===== config.mk =====
export PLATFORM = sky130hd
export DESIGN_NAME = move_input_conditioner
export DESIGN_NICKNAME = d
export VERILOG_FILES = /design/src/rtl/move_input_conditioner.sv
export SDC_FILE = /design/constraint.sdc
export NUM_CORES = 1
export LEC_CHECK = 0
export CAP_MARGIN = 20
export CORE_UTILIZATION = 50
export CTS_BUF_LIST = sky130_fd_sc_hd__clkbuf_16
export CTS_CLUSTER_DIAMETER = 120
export DETAILED_ROUTE_END_ITERATION = 10
export DONT_BUFFER_PORTS = 1
export GPL_ROUTABILITY_DRIVEN = 1
export HOLD_SLACK_MARGIN = 0.12
export SLEW_MARGIN = 20
export SYNTH_ARGS = -nofsm -noshare
export SYNTH_HDL_FRONTEND = slang
export SYNTH_SLANG_ARGS = --single-unit

===== constraint.sdc =====
create_clock -name i_Clk -period 2.8 [get_ports i_Clk]
set_input_delay 0.84 -clock i_Clk [delete_from_list [all_inputs] [get_ports i_Clk]]
set_output_delay 0.84 -clock i_Clk [all_outputs]
set_load 0.1 [all_outputs]

===== src/rtl/move_input_conditioner.sv =====
// Button front end for the frogger controller: synchronise, debounce and edge-detect five
// raw buttons, then turn direction presses into single hop pulses with a post-hop lockout.
module move_input_conditioner #(
    parameter int unsigned c_DEBOUNCE_LIMIT = 250000,
    parameter int unsigned c_HOP_LOCKOUT    = 3125000
) (
    input  logic       i_Clk,
    input  logic       i_Rst_n,
    input  logic       i_Up_Btn,
    input  logic       i_Down_Btn,
    input  logic       i_Left_Btn,
    input  logic       i_Right_Btn,
    input  logic       i_Start_Btn,
    output logic       o_Up_Mvt,
    output logic       o_Down_Mvt,
    output logic       o_Left_Mvt,
    output logic       o_Right_Mvt,
    output logic       o_Game_Start,
    output logic [4:0] o_Btn_State
);

    localparam int unsigned DbWidth = $clog2(c_DEBOUNCE_LIMIT + 1);
    localparam int unsigned LkWidth = $clog2(c_HOP_LOCKOUT + 1);

    localparam logic [DbWidth-1:0] DbLast = DbWidth'(c_DEBOUNCE_LIMIT - 1);
    localparam logic [DbWidth-1:0] DbOne  = DbWidth'(1);
    localparam logic [LkWidth-1:0] LkLoad = LkWidth'(c_HOP_LOCKOUT);
    localparam logic [LkWidth-1:0] LkOne  = LkWidth'(1);

    localparam logic [1:0] StIdle        = 2'd0;
    localparam logic [1:0] StLockout     = 2'd1;
    localparam logic [1:0] StWaitRelease = 2'd2;

    logic [4:0]         raw;
    logic [4:0]         sync1_q;
    logic [4:0]         sync2_q;
    logic [4:0]         stable_q;
    logic [4:0]         stable_prev_q;
    logic [DbWidth-1:0] db_cnt_q [5];
    logic [4:0]         press;

    logic [1:0]         state_q;
    logic [1:0]         state_d;
    logic [LkWidth-1:0] lock_q;
    logic [LkWidth-1:0] lock_d;
    logic [3:0]         mvt_q;
    logic [3:0]         mvt_d;
    logic               start_q;

    // Bit order {Start, Right, Left, Down, Up} matches o_Btn_State.
    assign raw = {i_Start_Btn, i_Right_Btn, i_Left_Btn, i_Down_Btn, i_Up_Btn};

    always_ff @(posedge i_Clk) begin
        if (!i_Rst_n) begin
            sync1_q       <= '0;
            sync2_q       <= '0;
            stable_q      <= '0;
            stable_prev_q <= '0;
            for (int i = 0; i < 5; i++) begin
                db_cnt_q[i] <= '0;
            end
        end else begin
            sync1_q       <= raw;
            sync2_q       <= sync1_q;
            stable_prev_q <= stable_q;
            for (int i = 0; i < 5; i++) begin
                // Any sample that agrees with the stable level restarts the count.
                if (sync2_q[i] == stable_q[i]) begin
                    db_cnt_q[i] <= '0;
                end else if (db_cnt_q[i] == DbLast) begin
                    stable_q[i] <= sync2_q[i];
                    db_cnt_q[i] <= '0;
                end else begin
                    db_cnt_q[i] <= db_cnt_q[i] + DbOne;
                end
            end
        end
    end

    assign press = stable_q & ~stable_prev_q;

    always_comb begin
        state_d = state_q;
        lock_d  = lock_q;
        mvt_d   = '0;
        case (state_q)
            StIdle: begin
                if (|press[3:0]) begin
                    if (press[0]) begin
                        mvt_d = 4'b0001;
                    end else if (press[1]) begin
                        mvt_d = 4'b0010;
                    end else if (press[2]) begin
                        mvt_d = 4'b0100;
                    end else begin
                        mvt_d = 4'b1000;
                    end
                    lock_d  = LkLoad;
                    state_d = StLockout;
                end
            end
            StLockout: begin
                if (lock_q == '0) begin
                    state_d = StWaitRelease;
                end else begin
                    lock_d = lock_q - LkOne;
                end
            end
            StWaitRelease: begin
                if (stable_q[3:0] == 4'b0000) begin
                    state_d = StIdle;
                end
            end
            default: begin
                state_d = StIdle;
            end
        endcase
    end

    always_ff @(posedge i_Clk) begin
        if (!i_Rst_n) begin
            state_q <= StIdle;
            lock_q  <= '0;
            mvt_q   <= '0;
            start_q <= 1'b0;
        end else begin
            state_q <= state_d;
            lock_q  <= lock_d;
            mvt_q   <= mvt_d;
            start_q <= press[4];
        end
    end

    assign o_Up_Mvt     = mvt_q[0];
    assign o_Down_Mvt   = mvt_q[1];
    assign o_Left_Mvt   = mvt_q[2];
    assign o_Right_Mvt  = mvt_q[3];
    assign o_Game_Start = start_q;
    assign o_Btn_State  = stable_q;

endmodule


== After elaboration in Yosys (flattened, before gate mapping) ==
Memories as Yosys holds them, arrays and structs flattened.
Index checks and enable logic that the tools add are counted.

* Memories: 1
* Bits in registers: 49
* Word-level logic and storage cells: 158
* ROM bits: 0
* Output and inout port bits: 10
* Bits of input ports: 7
* RAM bits: 90
* Latch bits: 0

* $mul: 0
* Add/sub/neg operators: 6
* Shift-type cells: 0
* Divide/modulo/power cells: 0
* Reduce and logical (&&, ||, !) cells: 15
* Bitwise gates (word level): 25
* $lt $le $gt $ge: 0
* Equal/unequal tests: 16
* Multiplexer cells: 81

{| class="wikitable"
|+ Memories
! memory !! depth !! bits a word !! rd ports !! clocked after memory_dff !! write ports !! line !! text
|-
| db_cnt_q || 5 || 18 || 5 || 0 || 5 || 39 || <nowiki>logic [DbWidth-1:0] db_cnt_q [5];</nowiki>
|}

{| class="wikitable"
|+ Operators with widths
! kind !! count
|-
| $mux W18 || 15
|-
| $add A18 B1 Y18 const B || 5
|-
| $eq A18 B18 Y1 const B || 5
|-
| $mux W1 || 57
|-
| $mux W22 || 2
|-
| $pmux W22 S2 || 1
|-
| $logic_not A22 Y1 || 1
|-
| $sub A22 B1 Y22 const B || 1
|-
| $or A1 B1 Y1 || 15
|-
| $reduce_and A2 Y1 || 5
|-
| $reduce_and A3 Y1 || 3
|-
| $mux W2 || 4
|-
| $ne A2 B2 Y1 const B || 4
|-
| $not A1 Y1 || 8
|-
| $reduce_or A4 Y1 || 2
|-
| $pmux W2 S3 || 1
|-
| $and A5 B5 Y5 || 1
|-
| $eq A1 B1 Y1 || 5
|-
| $not A5 Y5 || 1
|-
| $reduce_or A5 Y1 || 1
|-
| $logic_not A4 Y1 || 1
|-
| $mux W4 || 1
|-
| $eq A2 B1 Y1 const B || 1
|-
| $eq A2 B2 Y1 const B || 1
|-
| 2 further kinds || 2
|}

== Longest topological paths before layout ==
Gate-level depths: netlist of the first run.
An unclocked memory read counts as a cell.

* Word-level depth: 8
* Depth in mapped cells: 8

== Worst setup path before layout of the first run ==
Ideal clock, no wire load.

* Path type: reg2reg
* From: reg stable_q[2] (netlist: o_Btn_State[2])
* To: reg lock_q[2]
* Stages on the path, launching flop included: 7
* Slack: 0.408 ns
* Required time: 2.730 ns
* Clock period less this slack: 2.392 ns
* Data arrival time: 2.322 ns
* Cell sequence: dfxtp_1 > nand2b_1 > nand4_1 > o21ai_0 > clkbuf_1 > or4_1 > a21oi_1

* Longest elaborated chain between the ends: 4

{| class="wikitable"
|+ Ends and longest elaborated chain
! what !! line !! text
|-
| start, declared || 37 || <nowiki>logic [4:0] stable_q;</nowiki>
|-
| start signal, assigned by index || 71 || <nowiki>stable_q[i] <= sync2_q[i];</nowiki>
|-
| $and A5 B5 Y5 || 80 || <nowiki>assign press = stable_q & ~stable_prev_q;</nowiki>
|-
| $reduce_or A4 Y1 || 88 || <nowiki>if (|press[3:0]) begin</nowiki>
|-
| $ne A2 B2 Y1 (no source line) || n/a ||
|-
| $reduce_and A3 Y1 (no source line) || n/a ||
|-
| end signal, assigned || 128 || <nowiki>lock_q <= lock_d;</nowiki>
|-
| end, declared || 44 || <nowiki>logic [LkWidth-1:0] lock_q;</nowiki>
|}

No other way between the ends.
A chain may end at the register's enable or synchronous reset.

==> qor.txt, run 1 <==
Status - finished, final reports clean
Worst Path Buf+Inv - 0
IO Port Bufs - 0
Initial antenna violation count - 0
Ant diodes - 0
DIE AREA - 0.0142 mm2
Final worst slack - 360 ps
Pwr Total - 4.70 mW
Commonest cells post-synth - 129 x nor2_1, 90 x edfxtp_1, 56 x xnor2_1
I/O Pins - 17
Final nets - 790
P_leak - 2.95 nW
Worst-case reg-to-reg path depth - 4
Final Cycle Share - 0.871
Setup TNS - 0 ps
Hold Path Depth - 1
Kind of critical path - flop to flop
Core Footprint - 0.0133 mm2
Netlist Area Pre-Place - 0.00686 mm2
Max cap viols - 0
Final hold vios - 0
DRC viols - 0
Layout cells sized above 1 - 0.0748
Seq/Total Area, Yosys - 0.537
Drt total wl - 12500 um
Pre-CTS WS - 377 ps
Ranking of synthesized cells by area - edfxtp_1 39%, dfxtp_1 14%, xnor2_1 7.2%, nor2_1 7.1%, xor2_1 4.3%
Fmax - 410 MHz
Core Rows - 42
CTS root buf - clkbuf_16
Post-CTS resize count - 0
Worst Setup SP - db_cnt_q[0][5]$_SDFFCE_PN0P_
Clock slew at reported path FFs - 60 ps
Top_reg_cell synth - edfxtp_1
Shortest period the worst path allows - 2440 ps
Family with the most delay on the worst path - simple AND/OR/NAND/NOR gates
Largest net degree at the start of global routing - 22
Vias/cell - 5.05
Post-synth EDFFs - 90
Worst-path maximum fanout - 18
Max stage delay on crit path - 690 ps
RSZ-0062 raised after global routing - false
Avg Cell Area, Syn - 10.3 um2
Hpwl dp - 8770 um
Final antenna-violating net count - 0
CP Capture Type - flop
Max VDD drop - 0.355 mV
Slew Limit Fails - 0
Clock tree sinks - 139
Hold/Removal Path Class - flop to flop
# setup viols final - 0
Async S/R FF share, synth - 0
Total track usage - 0.191
Arrival time worst endpoint - 2590 ps
Slew @ Worst Pin - 751 ps
Synthesis Warnings - 0
Register bit total from synthesis - 139
Initial Util - 0.516
Synth top area share - 0.394
Critical Path, Cell by Cell - or4b_2 -> nor4_1 -> or3_1 -> nor2_1
Relative slew margins - 0.493
Setup crit start kind - flop
Total number of vias - 4874
H-Tree Depth - 4
Vias in the first global route - 4644
First-pass DRT Iterations - 4
Area Overhead vs Synth - 17.3%
PD cells - 585 mW/mm2
Hold Startpoint - stable_prev_q[4]$_SDFF_PN0_
Worst R2R Start - db_cnt_q[0][5]$_SDFFCE_PN0P_
First-pass GRT wire length - 21400 um
Flop-to-flop setup slack - 360 ps
Yosys top cell by area - edfxtp_1
Slowest CP cell - or4b_2
Die Wd - 119 um
Number of CTS-inserted buffers - 17
Hold_buf cts - 0
Top-count cell post-synth - nor2_1
Worst Clk Skew - 4.86 ps
Distinct cells, synth - 51
Overflow after GRT - 0
RR Endpoint - db_cnt_q[0][15]$_SDFFCE_PN0P_
Worst EP required - 2950 ps
Detailed Route Iter0 Violations - 227
Worst Hold Path EP - o_Game_Start$_SDFF_PN0_
Die Ht - 119 um
Worst-Skew Late Latency - 420 ps
Clock tree buffer depth - 2
Syn Inst Count - 669
CTS tree - yes
Wire per inst - 12.9 um
Post-CTS Setup Inserts - 0
Gpl congestion - 0.780
metrics by stage:
| step | util | cell area (um2) | std cells | hold slack, ps |
|---|---|---|---|---|
| detailed placement | 0.560 | 7450 | 933 | 376 |
| global placement | 0.560 | 7450 | 933 | 372 |
| CTS | 0.605 | 8050 | 965 | 385 |
| global route | 0.605 | 8050 | 965 | 404 |
| finish | 0.605 | 8050 | 965 | 383 |
| floorplan | - | 7190 | 758 | 367 |
worst register-to-register path, stage by stage (launching register included):
cell	delay [ps]
edfxtp_1	440
or4b_2	690
nor4_1	370
or3_1	560
nor2_1	110
final cells by class:
cell class	instances	area, um2
timing repair buffer	16	120
multi-input combinational	582	3350
sequential	139	3680
inverter	20	75.1
tap	176	220
clock buffer	17	425
clock inverter	15	173
fill	1144	5250
how the worst max path moves through the flow:
| stage | end | slack, ps | cells past startpoint |
|---|---|---|---|
| 6_report | db_cnt_q[0][15]$_SDFFCE_PN0P_ | 360 | 4 |
| 5_1_grt | db_cnt_q[0][15]$_SDFFCE_PN0P_ | 220 | 4 |
| 4_1_cts | db_cnt_q[0][15]$_SDFFCE_PN0P_ | 360 | 4 |
| 3_5_place_dp | db_cnt_q[0][15]$_SDFFCE_PN0P_ | 380 | 4 |
| 3_3_place_gp | db_cnt_q[0][11]$_SDFFCE_PN0P_ | 460 | 4 |
| 2_1_floorplan | lock_q[2]$_SDFFE_PN0P_ | 410 | 6 |
cells in the final DEF, fill, tap and decap left out, drive strengths merged, types with 3 or more instances in the layout:
cell,count
and3,12
a31oi,4
inv,23
nand3,32
nor2b,3
nor4b,4
clkinvlp,4
and2,21
clkbuf,17
dfxtp,49
nor2,129
a21oi,13
conb,90
or4,11
o21ai,5
xnor2,56
o31ai,8
nor4,19
or3,8
nand2,37
nand4,21
nand2b,7
or2,4
clkinv,5
buf,16
nor3,23
ha,7
bufinv,3
and4,9
xor2,34
edfxtp,90
o31a,4
mux2i,6
state kept, by name, indices dropped and copies added, names as in the netlist:
register,flops
db_cnt_q,90
lock_q,22
o_Btn_State,5
stable_prev_q,5
sync1_q,5
sync2_q,5
mvt_q,4
state_q,2
o_Game_Start,1
routing by layer:
metal,up-vias,global-route usage,part of all wire
met5,-,0,0
met4,0,0.0815,0.015
met3,15,0.0469,0.029
met2,49,0.312,0.48
met1,2300,0.240,0.48
li1,2510,-,-
power by group:
| group | total, mW | internal, mW | switching, mW | leakage (nW) |
|---|---|---|---|---|
| Clock | 2.27 | 1.40 | 0.871 | 0.281 |
| Sequential | 2.31 | 2.25 | 0.0598 | 1.33 |
| Combinational | 0.131 | 0.0547 | 0.0767 | 1.35 |
cells by family after synthesis:
family	count (synthesis)	synth area share
multiplexers	6	0.00876
flip-flops	139	0.537
XOR/XNOR	90	0.115
buffers and inverters	37	0.0230
AO/OA/AOI/OAI	41	0.0418
other	1	0.000547
AND/OR/NAND/NOR	348	0.261
adder cells (fa/ha/maj)	7	0.0128
(Power assumes the default switching activity.)
==> inputs of run 2 (changes only) <==
--- a/config.mk
+++ b/config.mk
@@ -13,6 +13,7 @@
 export DONT_BUFFER_PORTS = 1
 export GPL_ROUTABILITY_DRIVEN = 1
 export HOLD_SLACK_MARGIN = 0.12
+export PLACE_DENSITY = 0.7
 export SLEW_MARGIN = 20
 export SYNTH_ARGS = -nofsm -noshare
 export SYNTH_HDL_FRONTEND = slang
==> run 2 against run 1 <==
  * Critical path depth stayed put
  * Cell count shrank 0.31%
  * Clock power down 16%
  * Largest power group unchanged
==> qor.txt, run 2 (same netlist as run 1, synthesis figures left out) <==
Status - finished, final reports clean
First-pass DRT Iterations - 4 (unchanged)
Clock tree sinks - 139 (unchanged)
Ant diodes - 0 (unchanged)
Hpwl dp - 8710 um (-0.68%)
Layout cells sized above 1 - 0.0598 (-0.0150)
Pwr Total - 4.35 mW (-7.6%)
Wire per inst - 12.8 um (-1.4%)
Vias in the first global route - 4859 (+4.6%)
Core Footprint - 0.0133 mm2 (unchanged)
Hold/Removal Path Class - flop to flop
Vias/cell - 5.10 (+1.0%)
Worst EP required - 2950 ps (about the same)
Setup TNS - 0 ps (unchanged)
Max VDD drop - 0.369 mV (+3.8%)
H-Tree Depth - 4 (unchanged)
Relative slew margins - 0.483 (-0.0101)
Slew Limit Fails - 0 (unchanged)
Number of CTS-inserted buffers - 17 (unchanged)
Detailed Route Iter0 Violations - 246 (+8.4%)
Max cap viols - 0 (unchanged)
DP Cell Count - 930 (-0.32%)
Setup crit start kind - flop
Largest register FFs - 90 (unchanged)
Gpl congestion - 0.819 (+5.0%)
Fmax - 413 MHz (+0.67%)
Clock slew at reported path FFs - 50 ps (about the same)
# setup viols final - 0 (unchanged)
Largest net degree at the start of global routing - 22 (unchanged)
Arrival time worst endpoint - 2570 ps (-20 ps)
First-pass GRT wire length - 21500 um (+0.13%)
Hold_buf cts - 0 (unchanged)
Worst Clk Skew - 5.64 ps (+0.782 ps)
Initial Util - 0.516 (unchanged)
Largest register by flop count - db_cnt_q
Overflow after GRT - 0 (unchanged)
Final hold vios - 0 (unchanged)
DIE AREA - 0.0142 mm2 (unchanged)
Worst-path maximum fanout - 18 (unchanged)
Final Cycle Share - 0.866 (-0.00581)
CTS root buf - clkbuf_16
Shortest period the worst path allows - 2420 ps (-16.3 ps)
Non-Filler Instances - 962 (-0.31%)
Post-CTS Setup Inserts - 0 (unchanged)
Area Overhead vs Synth - 15.6%
Final core occ - 0.597 (-0.00885)
IO Port Bufs - 0 (unchanged)
CP Capture Type - flop
DRC viols - 0 (unchanged)
Slew @ Worst Pin - 769 ps (+17.9 ps)
Final antenna-violating net count - 0 (unchanged)
Kind of critical path - flop to flop
Drt total wl - 12300 um (-1.7%)
I/O Pins - 17 (unchanged)
Most frequent cells in the layout - 129 x nor2_1, 90 x edfxtp_1, 90 x conb_1, 56 x xnor2_1, 49 x dfxtp_1
Post-CTS resize count - 0 (unchanged)
Die Ht - 119 um (unchanged)
Top Registers - db_cnt_q: 90 flops, lock_q: 22 flops
Clock tree buffer depth - 2 (unchanged)
Most common cell after layout, fill and taps aside - nor2_1
CTS tree - yes
PD cells - 548 mW/mm2 (-6.3%)
Die Wd - 119 um (unchanged)
Total track usage - 0.190 (-0.000816)
RSZ-0062 raised after global routing - false
P_leak - 2.94 nW (-0.44%)
Final nets - 787 (-0.38%)
Initial antenna violation count - 0 (unchanged)
Worst-Skew Late Latency - 420 ps (about the same)
Total number of vias - 4909 (+0.72%)
Core Rows - 42 (unchanged)
## run 2: cell type report
type | count | area, um2
Clock buffer | 18 | 450
Sequential cell | 139 | 3680
Multi-Input combinational cell | 582 | 3350
Timing Repair Buffer | 13 | 97.6
Inverter | 20 | 75.1
Clock inverter | 14 | 52.6
Tap cell | 176 | 220
Fill cell | 1121 | 5360
## run 2: path summary, 6_finish.rpt
path	endpoint	cells after the start	slack, ps	startpoint
setup / recovery	db_cnt_q[0][13]$_SDFFCE_PN0P_	4	380	db_cnt_q[0][5]$_SDFFCE_PN0P_
setup reg to reg	db_cnt_q[0][13]$_SDFFCE_PN0P_	4	380	db_cnt_q[0][5]$_SDFFCE_PN0P_
hold / removal	o_Game_Start$_SDFF_PN0_	1	390	stable_prev_q[4]$_SDFF_PN0_
hold reg to reg	o_Game_Start$_SDFF_PN0_	1	390	stable_prev_q[4]$_SDFF_PN0_
## run 2: metrics by stage
step | instance area, um2 | hold slack [ps] | worst slack (ps)
global placement | 7430 | 374 | 496
floorplan | 7190 | 367 | 408
finish | 7930 | 394 | 376
CTS | 7930 | 392 | 364
detailed placement | 7430 | 384 | 375
global route | 7930 | 413 | 201
## run 2: metal layers
metal | up-vias | share of wire | global-route usage
met3 | 17 | 0.029 | 0.0474
met4 | 0 | 0.018 | 0.0894
met2 | 57 | 0.49 | 0.317
met5 | - | 0 | 0
met1 | 2330 | 0.46 | 0.230
li1 | 2505 | - | -
## run 2: worst max-delay path, cell delays in order, from the launching register on
cell and delay, ps:
edfxtp_1 440, or4b_2 680, nor4_1 340, or3_1 570, nor2_1 120
## run 2: where the power goes
group	switching, mW	internal [mW]	total (mW)	leakage [nW]
clock	0.774	1.14	1.91	0.282
sequential	0.0598	2.25	2.31	1.33
combinational	0.0760	0.0530	0.129	1.33
total	0.910	3.44	4.35	2.94
